## config.mk

```make
export PLATFORM = sky130hd
export DESIGN_NAME = mac_accum_stage
export DESIGN_NICKNAME = d
export VERILOG_FILES = /design/src/rtl/mac_accum_stage_pkg.sv /design/src/rtl/result_fifo2.sv /design/src/rtl/mac_accum_stage.sv
export SDC_FILE = /design/constraint.sdc
export NUM_CORES = 1
export LEC_CHECK = 0
export ABC_AREA = 1
export BUFFER_PORTS_ARGS = -buffer_cell sky130_fd_sc_hd__buf_2
export CORE_UTILIZATION = 30
export DETAILED_ROUTE_END_ITERATION = 6
export SLEW_MARGIN = 10
export SYNTH_ARGS = -nofsm -noshare
export SYNTH_HDL_FRONTEND = slang
export SYNTH_SLANG_ARGS = --single-unit
```

## constraint.sdc

```tcl
create_clock -name clk -period 3.4 [get_ports clk]
set_input_delay 1.02 -clock clk [delete_from_list [all_inputs] [get_ports clk]]
set_output_delay 1.02 -clock clk [all_outputs]
set_load 0.02 [all_outputs]
```

## src/rtl/mac_accum_stage_pkg.sv

```systemverilog
// Shared definitions for the multiplier accumulate stage: default parameters,
// the accumulator state encoding and the result-entry layout at default widths.
package mac_accum_stage_pkg;

  localparam int unsigned DefLat   = 3;   // multiplier latency in cycles
  localparam int unsigned DefProdW = 36;  // product width
  localparam int unsigned DefAccW  = 44;  // accumulator / result width
  localparam int unsigned DefCntW  = 8;   // per-frame sample counter width

  typedef enum logic [0:0] {
    StIdle = 1'b0,  // accumulator holds 0, no frame open
    StRun  = 1'b1   // frame open
  } acc_state_e;

  // Result entry at the default widths; the top builds the same layout from
  // its own parameters so that non-default instances stay consistent.
  typedef struct packed {
    logic [DefAccW-1:0] acc;
    logic [DefCntW-1:0] count;
    logic               ovf;
  } result_t;

endpackage

```

## src/rtl/result_fifo2.sv

```systemverilog
// Two-entry synchronous FIFO with asynchronous active-low reset.
// Ports:
//   clk, reset      clock and async active-low reset
//   push, wdata     write request and data
//   pop, rdata      read request and head data (reads 0 when empty)
//   count           occupancy 0..2
//   full, empty     occupancy flags
// Push and pop in the same cycle are accepted at every occupancy; when full the
// simultaneous pop frees the slot the push lands in.
module result_fifo2 #(
  parameter int unsigned W = 8
) (
  input  logic         clk,
  input  logic         reset,
  input  logic         push,
  input  logic [W-1:0] wdata,
  input  logic         pop,
  output logic [W-1:0] rdata,
  output logic [1:0]   count,
  output logic         full,
  output logic         empty
);

  logic [W-1:0] mem_q [2];
  logic         rd_ptr_q;
  logic         wr_ptr_q;
  logic [1:0]   count_q;
  logic         do_push;
  logic         do_pop;

  assign empty   = (count_q == 2'd0);
  assign full    = (count_q == 2'd2);
  assign count   = count_q;
  assign do_pop  = pop & ~empty;
  assign do_push = push & (~full | do_pop);
  assign rdata   = empty ? '0 : mem_q[rd_ptr_q];

  always_ff @(posedge clk or negedge reset) begin
    if (!reset) begin
      mem_q[0] <= '0;
      mem_q[1] <= '0;
      rd_ptr_q <= 1'b0;
      wr_ptr_q <= 1'b0;
      count_q  <= 2'd0;
    end else begin
      if (do_push) begin
        mem_q[wr_ptr_q] <= wdata;
        wr_ptr_q        <= ~wr_ptr_q;
      end
      if (do_pop) begin
        rd_ptr_q <= ~rd_ptr_q;
      end
      count_q <= count_q + {1'b0, do_push} - {1'b0, do_pop};
    end
  end

endmodule

```

## src/rtl/mac_accum_stage.sv

```systemverilog
// Accumulate stage behind a LAT-cycle pipelined multiplier.
// Ports:
//   clk, reset           clock and async active-low reset
//   in_valid, in_last    operand pair issued to the multiplier / last of frame
//   in_ready             stage can accept an operand pair this cycle
//   prod                 multiplier output, aligned LAT cycles after issue
//   out_valid, out_ready result handshake
//   out_acc              saturated frame sum
//   out_count            saturated sample count
//   out_ovf              frame sum saturated
// A {vld, last} delay line tracks which multiplier slots carry real data, so the
// multiplier needs no valid logic. Completed frames go to a 2-entry FIFO.
module mac_accum_stage
  import mac_accum_stage_pkg::*;
#(
  parameter int unsigned LAT    = DefLat,
  parameter int unsigned PROD_W = DefProdW,
  parameter int unsigned ACC_W  = DefAccW,
  parameter int unsigned CNT_W  = DefCntW
) (
  input  logic              clk,
  input  logic              reset,
  input  logic              in_valid,
  input  logic              in_last,
  output logic              in_ready,
  input  logic [PROD_W-1:0] prod,
  output logic              out_valid,
  input  logic              out_ready,
  output logic [ACC_W-1:0]  out_acc,
  output logic [CNT_W-1:0]  out_count,
  output logic              out_ovf
);

  typedef struct packed {
    logic [ACC_W-1:0] acc;
    logic [CNT_W-1:0] count;
    logic             ovf;
  } entry_t;

  // Wide enough for fifo_count (<= 2) plus every delay-line stage holding a last.
  localparam int unsigned PendW = $clog2(LAT + 3);

  logic             acc_in;
  logic [LAT-1:0]   vld_q;
  logic [LAT-1:0]   last_q;
  logic             d_vld;
  logic             d_last;

  acc_state_e       state_q;
  logic [ACC_W-1:0] acc_q;
  logic [ACC_W-1:0] acc_base;
  logic [ACC_W-1:0] acc_nxt;
  logic [ACC_W:0]   sum;
  logic [CNT_W-1:0] cnt_q;
  logic [CNT_W-1:0] cnt_nxt;
  logic             ovf_q;
  logic             ovf_nxt;

  logic             push;
  logic             pop;
  entry_t           push_data;
  entry_t           head;
  logic [1:0]       fifo_count;
  logic             fifo_full;
  logic             fifo_empty;
  logic [PendW-1:0] pending;

  // Every issued last owns a future FIFO slot, so stop issuing once two are
  // committed (queued or still in flight). Registered state only.
  always_comb begin
    pending = PendW'(fifo_count);
    for (int i = 0; i < LAT; i++) begin
      pending = pending + PendW'(last_q[i]);
    end
    in_ready = (pending < PendW'(2));
  end

  assign acc_in = in_valid & in_ready;
  assign d_vld  = vld_q[LAT-1];
  assign d_last = last_q[LAT-1];

  always_ff @(posedge clk or negedge reset) begin
    if (!reset) begin
      vld_q  <= '0;
      last_q <= '0;
    end else begin
      vld_q[0]  <= acc_in;
      last_q[0] <= acc_in & in_last;
      for (int i = 1; i < LAT; i++) begin
        vld_q[i]  <= vld_q[i-1];
        last_q[i] <= last_q[i-1];
      end
    end
  end

  // One extra bit catches the carry out; once saturated the frame stays saturated.
  always_comb begin
    acc_base = (state_q == StRun) ? acc_q : '0;
    sum      = {1'b0, acc_base} + (ACC_W + 1)'(prod);
    ovf_nxt  = sum[ACC_W] | ovf_q;
    acc_nxt  = ovf_nxt ? '1 : sum[ACC_W-1:0];
    cnt_nxt  = (&cnt_q) ? cnt_q : cnt_q + 1'b1;
  end

  always_ff @(posedge clk or negedge reset) begin
    if (!reset) begin
      state_q <= StIdle;
      acc_q   <= '0;
      cnt_q   <= '0;
      ovf_q   <= 1'b0;
    end else if (d_vld) begin
      if (d_last) begin
        state_q <= StIdle;
        acc_q   <= '0;
        cnt_q   <= '0;
        ovf_q   <= 1'b0;
      end else begin
        state_q <= StRun;
        acc_q   <= acc_nxt;
        cnt_q   <= cnt_nxt;
        ovf_q   <= ovf_nxt;
      end
    end
  end

  assign push            = d_vld & d_last;
  assign push_data.acc   = acc_nxt;
  assign push_data.count = cnt_nxt;
  assign push_data.ovf   = ovf_nxt;
  assign pop             = out_valid & out_ready;

  result_fifo2 #(
    .W($bits(entry_t))
  ) u_fifo (
    .clk  (clk),
    .reset(reset),
    .push (push),
    .wdata(push_data),
    .pop  (pop),
    .rdata(head),
    .count(fifo_count),
    .full (fifo_full),
    .empty(fifo_empty)
  );

  assign out_valid = ~fifo_empty;
  assign out_acc   = head.acc;
  assign out_count = head.count;
  assign out_ovf   = head.ovf;

  // Flow control makes a push into a full FIFO without a pop unreachable.
  push_full_a : assert property (@(posedge clk) disable iff (!reset)
    !(push && fifo_full && !pop));

endmodule

```

==> flow_metrics.tcl, run 1 <==
set metrics [dict create \
    finalCritPeriodShare_pct 96.7 \
    wl_met1_um 15900 \
    yosys.area.top_type "dfrtp_1" \
    die-area_um2 37200 \
    worstPathRequired_ns 2.38 \
    crit_cells 6 \
    antenna_found_initial 0 \
    post-place-ws_ns -0.0231 \
    path_clk_slew_ns 0.08 \
    n_fill_cell 3887 \
    worst-r2r-setup-slack_ns 0.37 \
    avgSynthCellArea_um2 6.59 \
    synth.distinct_cells 34 \
    cap_violations 0 \
    grt_usage_pct 18.2 \
    synth_cells 1657 \
    overflow 0 \
    synth.area.top_cells "dfrtp_1, nand2_1, inv_1" \
    fmax_mhz 304 \
    cts_root_buf "clkbuf_16" \
    yosys_warnings 0 \
    hp-class "flop to flop" \
    r2r.worst_path.cells 18 \
    wl_met2_um 14800 \
    tns_ns 0 \
    cts_tree "yes" \
    drcViolationCount 14 \
    first_pass_iters 7 \
    ir_drop_mv 0.405 \
    synth.ff_latch_count 170 \
    syn_to_final_growth_pct 15.5 \
    diodes 0 \
    critPathCaptureType "primary output" \
    violations "DRC" \
    ctsResizeCount 0 \
    r2r_start "state_q" \
    hpwl_um 24600 \
    hp-start "vld_q[1]" \
    power_density_nw_per_um2 972 \
    layout_common_cells "nand2_1, inv_1, dfrtp_1, nor2_1, buf_2" \
    grt_pass1_vias 9787 \
    syn_nets 1740 \
    io_buffer_count 95 \
    holdBufCountCts 0 \
    gp_congestion 0.963 \
    cp_cell_sequence "fa_1, nand2_1, inv_1, fa_1, nor2_1, buf_2" \
    slew_viol_final 0 \
    crit_fanout 3 \
    fp.dieH_um 193 \
    worst_skew_pair.late_latency_ns 0.44 \
    setup_ws_ns 0.112 \
    grt_max_degree 89 \
    ios 96 \
    rsz0062_at_grt "false" \
    htree_levels 4 \
    leakagePower_nw 6.97 \
    ys_seq_area_share_pct 38.9 \
    ant_nets 0 \
    synth_top_area_share_pct 38.9 \
    setup_violations 0 \
    first_iter_violations 868 \
    core-area_um2 35700 \
    grt_pass1_wl_um 52800 \
    setup.worst_path.start "u_fifo.count[0]" \
    cts_buffer_depth 2 \
    drive_gt1_share_pct 10.5 \
    arrival_ns 2.27 \
    route.top_layer_used "met4" \
    start_util_pct 30.6 \
    layout_commonest_cell "nand2_1" \
    start_kind "flop" \
    fp-row-count 69 \
    timing.slew.headroom_pct 52.6 \
    via_count 10200 \
    cp_top_family "adder cells" \
    crit_top_cell "fa_1" \
    synth_area_um2 10900 \
    critPathBufInv 2 \
    routed_wl_um 32400 \
    hold_depth 0 \
    postCtsSetupBuffers 0 \
    crit_slowest_cell "fa_1" \
    path_class "flop to primary output" \
    clock_skew_ns 0.0149 \
    layout_min_cycle_time_ns 3.29 \
    die_x_um 193 \
    vias_per_cell 4.61 \
    worst-slew-pin-transition_ns 0.711 \
    clkSinkCount 170 \
    wire_per_inst_um 14.7 \
    final_nets 1820 \
    status "finished, violations left" \
    timing_hold_violations_final 0 \
    numCtsBuffers 17 \
    crit_path_max_incr_delay_ns 0.51 \
    wl_met3_um 1180 \
    power_mw 12.3 \
]
-- flip-flops by register name (all words and copies together), names as in the netlist --
name,flops
u_fifo.mem_q,106
acc_q,44
cnt_q,8
last_q,3
vld_q,3
u_fifo.count,2
ovf_q,1
state_q,1
u_fifo.rd_ptr_q,1
u_fifo.wr_ptr_q,1
-- report_power, final --
group	internal, mW	switching [mW]	total (mW)
Sequential	2.81	0.452	3.26
Combinational	2.28	4.75	7.03
Clock	1.00	0.981	1.98
Total	6.08	6.18	12.3
-- layout make-up --
| class | count | area, um^2 | area share (%) |
|---|---|---|---|
| Clock buffer | 17 | 425 | 3.37 |
| Timing Repair Buffer | 118 | 742 | 5.88 |
| Multi-Input combinational cell | 1208 | 5600 | 44.4 |
| Clock inverter | 15 | 190 | 1.51 |
| Sequential cell | 170 | 4260 | 33.7 |
| Inverter | 222 | 833 | 6.60 |
| Tap cell | 461 | 577 | 4.57 |
-- Yosys cell counts --
master	n
nor3_1	11
inv_2	6
nand2_2	5
nor3b_1	1
nand2_4	1
nor2_2	8
xnor2_1	4
xor2_1	26
nand3_2	10
nand4_4	1
or2_0	1
buf_1	4
o21ai_1	54
a21oi_1	79
clkinv_1	1
and3_1	1
ha_1	39
nand4_1	5
nor2_1	116
buf_4	2
inv_1	215
nand3_1	54
o211ai_1	1
clkbuf_1	45
nand2_1	719
o22ai_1	7
and2_1	4
o21ai_0	49
dfrtp_1	170
buf_2	3
nand3b_1	5
buf_6	3
fa_1	3
o21bai_1	4
-- worst paths after layout --
kind                                    end
max                                in_ready
min                                vld_q[2]
max reg2reg                u_fifo.mem_q[51]
min reg2reg                        vld_q[2]
max in group asynchronous         acc_q[32]
min in group asynchronous         acc_q[13]
-- stage by stage --
stage	std cells	hold WS (ns)	util (%)	area (um^2)
after floorplan	1657	0.331	-	10900
after global placement	2179	0.332	33.6	12000
after detailed placement	2179	0.342	33.6	12000
after CTS	2211	0.356	35.3	12600
after global routing	2211	0.368	35.3	12600
final	2211	0.348	35.3	12600
-- cell families (layout without fill, tap and decap cells) --
| kind of cell | Yosys count | in the layout | share of synthesized area [%] |
|---|---|---|---|
| flops | 170 | 170 | 38.9 |
| buf+inv | 279 | 372 | 9.89 |
| compound gates | 194 | 194 | 9.08 |
| fa+ha+maj | 42 | 42 | 5.02 |
| xor+xnor | 30 | 30 | 2.40 |
| simple gates | 942 | 942 | 34.7 |
-- worst reg2reg max path, cell delays in order (launching register included) --
cell and delay [ns]:
dfrtp_1 0.42, buf_12 0.20, nand2_1 0.10, inv_1 0.04, ha_1 0.21, fa_1 0.45
nand2_1 0.11, nand3_1 0.08, nand3_1 0.08, nand2_1 0.12, nand2_1 0.10, nand2_2 0.08
nand2_2 0.10, nand3_1 0.08, nor2_1 0.09, buf_4 0.30, nand3_1 0.21, nand2_1 0.10
nand2_1 0.05
-- layer usage --
metal	vias up	track usage, %
li1	5234	-
met5	-	0
met1	4731	25.1
met4	0	5.21
met3	25	2.76
met2	204	29.5
No activity file was read; power rests on OpenSTA's default activity.
==> inputs of run 2 (changes only) <==
ABC_AREA = 0   (was 1)
==> flow_metrics.tcl, run 2 <==
set metrics [dict create \
    status "completed" \
    hp-class "flop to flop" \
    min_to "vld_q[1]" \
    core-area_um2 32500 \
    critPathCaptureType "flop" \
    synth_edf_count 0 \
    avgSynthCellArea_um2 8.93 \
    htree_levels 4 \
    syn_nets 1192 \
    pwr-share-comb_pct 55.8 \
    fp.dieH_um 184 \
    ant_nets 0 \
    synth.distinct_cells 61 \
    finalCritPeriodShare_pct 95.9 \
    power_density_nw_per_um2 1010 \
    fmax_mhz 307 \
    layout_common_cells "dfrtp_1, nand2_1, nor2_1, o21ai_0, buf_4" \
    rr_endpoint "u_fifo.mem_q[92]" \
    regMostFlops "u_fifo.mem_q" \
    yosys.area.top_type "dfrtp_1" \
    place_inst 1689 \
    overflow 0 \
    diodes 0 \
    crit_fanout 30 \
    r2r_start "state_q" \
    final_nets 1349 \
    fp-row-count 66 \
    crit_slowest_cell "dfrtp_1" \
    cap_violations 0 \
    setup.worst_path.start "state_q" \
    arrival_ns 3.56 \
    crit_path_max_incr_delay_ns 0.40 \
    layout_min_cycle_time_ns 3.26 \
    pwr-share-clk_pct 17.1 \
    largest_register_ffs 106 \
    die_x_um 184 \
    first_iter_violations 567 \
    p_seq_share_pct 27.1 \
    clkSinkCount 170 \
    critPathBufInv 2 \
    cp_top_family "compound AO/OA/AOI/OAI gates" \
    leakagePower_nw 5.84 \
    drcViolationCount 0 \
    final_cell_count_no_fill 1721 \
    rsz0062_at_grt "false" \
    worst_skew_pair.late_latency_ns 0.44 \
    hold_depth 0 \
    n_fill_cell 3373 \
    grt_max_degree 65 \
    cts_root_buf "clkbuf_16" \
    r2r.worst_path.cells 13 \
    yosys_warnings 0 \
    synth_top_area_share_pct 43.0 \
    synth_cells 1109 \
    routed_wl_um 27800 \
    start_kind "flop" \
    whs_ns 0.350 \
    slew_viol_final 0 \
    path_class "flop to flop" \
    antenna_found_initial 0 \
    cts_tree "yes" \
    ir_drop_mv 0.420 \
    synth.ff_latch_count 170 \
    tns_ns 0 \
    yosys.cell_count.top_type "dfrtp_1" \
    syn_to_final_growth_pct 24.3 \
    p_switching_mw 5.46 \
    via_count 8527 \
    drive_gt1_share_pct 20.6 \
    cts_buffer_depth 2 \
    numCtsBuffers 17 \
    clock_skew_ns 0.00996 \
    grt_pass1_vias 8383 \
    grt_pass1_wl_um 45100 \
    async_reset_ff_share_pct 100 \
    timing.slew.headroom_pct 46.4 \
    switching_share_pct 43.8 \
    worst-slew-pin-transition_ns 0.799 \
    ys.flop_type "dfrtp_1" \
    gp_congestion 0.870 \
    timing_hold_violations_final 0 \
    io_buffer_count 95 \
    ios 96 \
    worst-r2r-setup-slack_ns 0.14 \
    p_int_mw 7.02 \
    ys_seq_area_share_pct 43.0 \
    layout_commonest_cell "dfrtp_1" \
    hpwl_um 20600 \
    synth_commonest_cells "dfrtp_1, nand2_1, nor2_1" \
    biggestRegsByFlops "u_fifo.mem_q (106), acc_q (44), cnt_q (8)" \
    wire_per_inst_um 16.2 \
    grt_usage_pct 17.1 \
    vias_per_cell 4.95 \
    synth.area.top_cells "dfrtp_1, mux2i_1, o21ai_0" \
    start_util_pct 30.4 \
    setup_violations 0 \
    path_clk_slew_ns 0.07 \
    worstPathRequired_ns 3.70 \
    first_pass_iters 5 \
    synth_area_um2 9900 \
    die-area_um2 33700 \
    hp-start "vld_q[0]" \
    cp_cell_sequence "buf_12, and2_1, ha_4, fa_2, a21o_1, a22oi_1, o21a_1, o211ai_1, a31o_2, a21boi_0, buf_4, xor2_1, a31oi_1" \
    holdBufCountCts 0 \
]
==> run 2: changes by cell type after synthesis, sizes merged, moves of 11 or more <==
cell,delta
a21o,+17
a21oi,-12
a31oi,+15
and2,+43
clkbuf,+13
inv,-209
mux2i,+57
nand2,-592
nand2b,+11
nand3,-50
o21ai,+22
o2bb2ai,+35
xnor2,+19
==> run 2: repair_timing <==
action	4_1_cts	5_1_grt
endpoints found under the setup margin	0	7
gates resized for setup	0	2
buffers inserted	0	0
==> run 2: worst register-to-register path: stages (launching register included) <==
cell and delay, ns:
dfrtp_1 0.40, buf_12 0.17, and2_1 0.18, ha_4 0.17
fa_2 0.39, a21o_1 0.20, a22oi_1 0.19, o21a_1 0.20
o211ai_1 0.16, a31o_2 0.26, a21boi_0 0.28, buf_4 0.19
xor2_1 0.23, a31oi_1 0.12
==> run 2: kinds of logic (layout without fill, tap and decap cells) <==
family | Yosys count | in the layout | share of synthesized area (%)
AND/OR/NAND/NOR | 391 | 391 | 18.0
multiplexers | 60 | 60 | 6.10
flip-flops | 170 | 170 | 43.0
adder cells (fa/ha/maj) | 42 | 42 | 5.53
AO/OA/AOI/OAI | 320 | 320 | 20.2
XOR/XNOR | 43 | 43 | 3.80
buffers and inverters | 83 | 253 | 3.40
==> run 2: worst max path at each step <==
| stage | end | slack, ns | cells after the start |
|---|---|---|---|
| after floorplan | u_fifo.mem_q[98] | 0.005 | 10 |
| after global placement | u_fifo.mem_q[92] | -0.22 | 12 |
| after detailed placement | u_fifo.mem_q[92] | -0.28 | 12 |
| after CTS | in_ready | 0.08 | 5 |
| after global routing | u_fifo.mem_q[93] | 0.02 | 13 |
| final | u_fifo.mem_q[92] | 0.14 | 13 |
==> run 2: metal layers <==
layer | track usage [%] | up-vias | part of all wire [%]
met5 | 0 | - | 0
met2 | 27.3 | 151 | 47
li1 | - | 4240 | -
met4 | 4.83 | 0 | 1.6
met1 | 23.8 | 4110 | 49
met3 | 2.42 | 26 | 3.0
==> run 2: layout make-up <==
cell class	instances	area [um^2]	share of cell area [%]
clock buffer	20	457	3.71
inverter	13	48.8	0.396
multi-input combinational	856	5360	43.5
tap	442	553	4.49
timing repair buffer	208	1460	11.8
sequential	170	4260	34.6
clock inverter	12	188	1.52
==> run 2: per-stage QoR <==
stage	utilization (%)	cell area (um^2)	setup slack, ns	power (mW)
floorplan	-	9920	0.00549	7.76
global placement	35.8	11700	-0.224	10.3
detailed placement	35.8	11700	-0.284	10.4
CTS	37.8	12300	0.0844	12.6
global route	37.8	12300	0.0234	13.5
finish	37.8	12300	0.140	12.5
==> run 2: power groups by stage <==
stage / clock (mW) / combinational (mW) / sequential (mW)
after floorplan: 0 / 4.50 / 3.26
after global placement: 0 / 6.93 / 3.38
after detailed placement: 0 / 7.00 / 3.41
after CTS: 2.17 / 7.02 / 3.39
after global routing: 2.26 / 7.73 / 3.50
final: 2.13 / 6.96 / 3.39
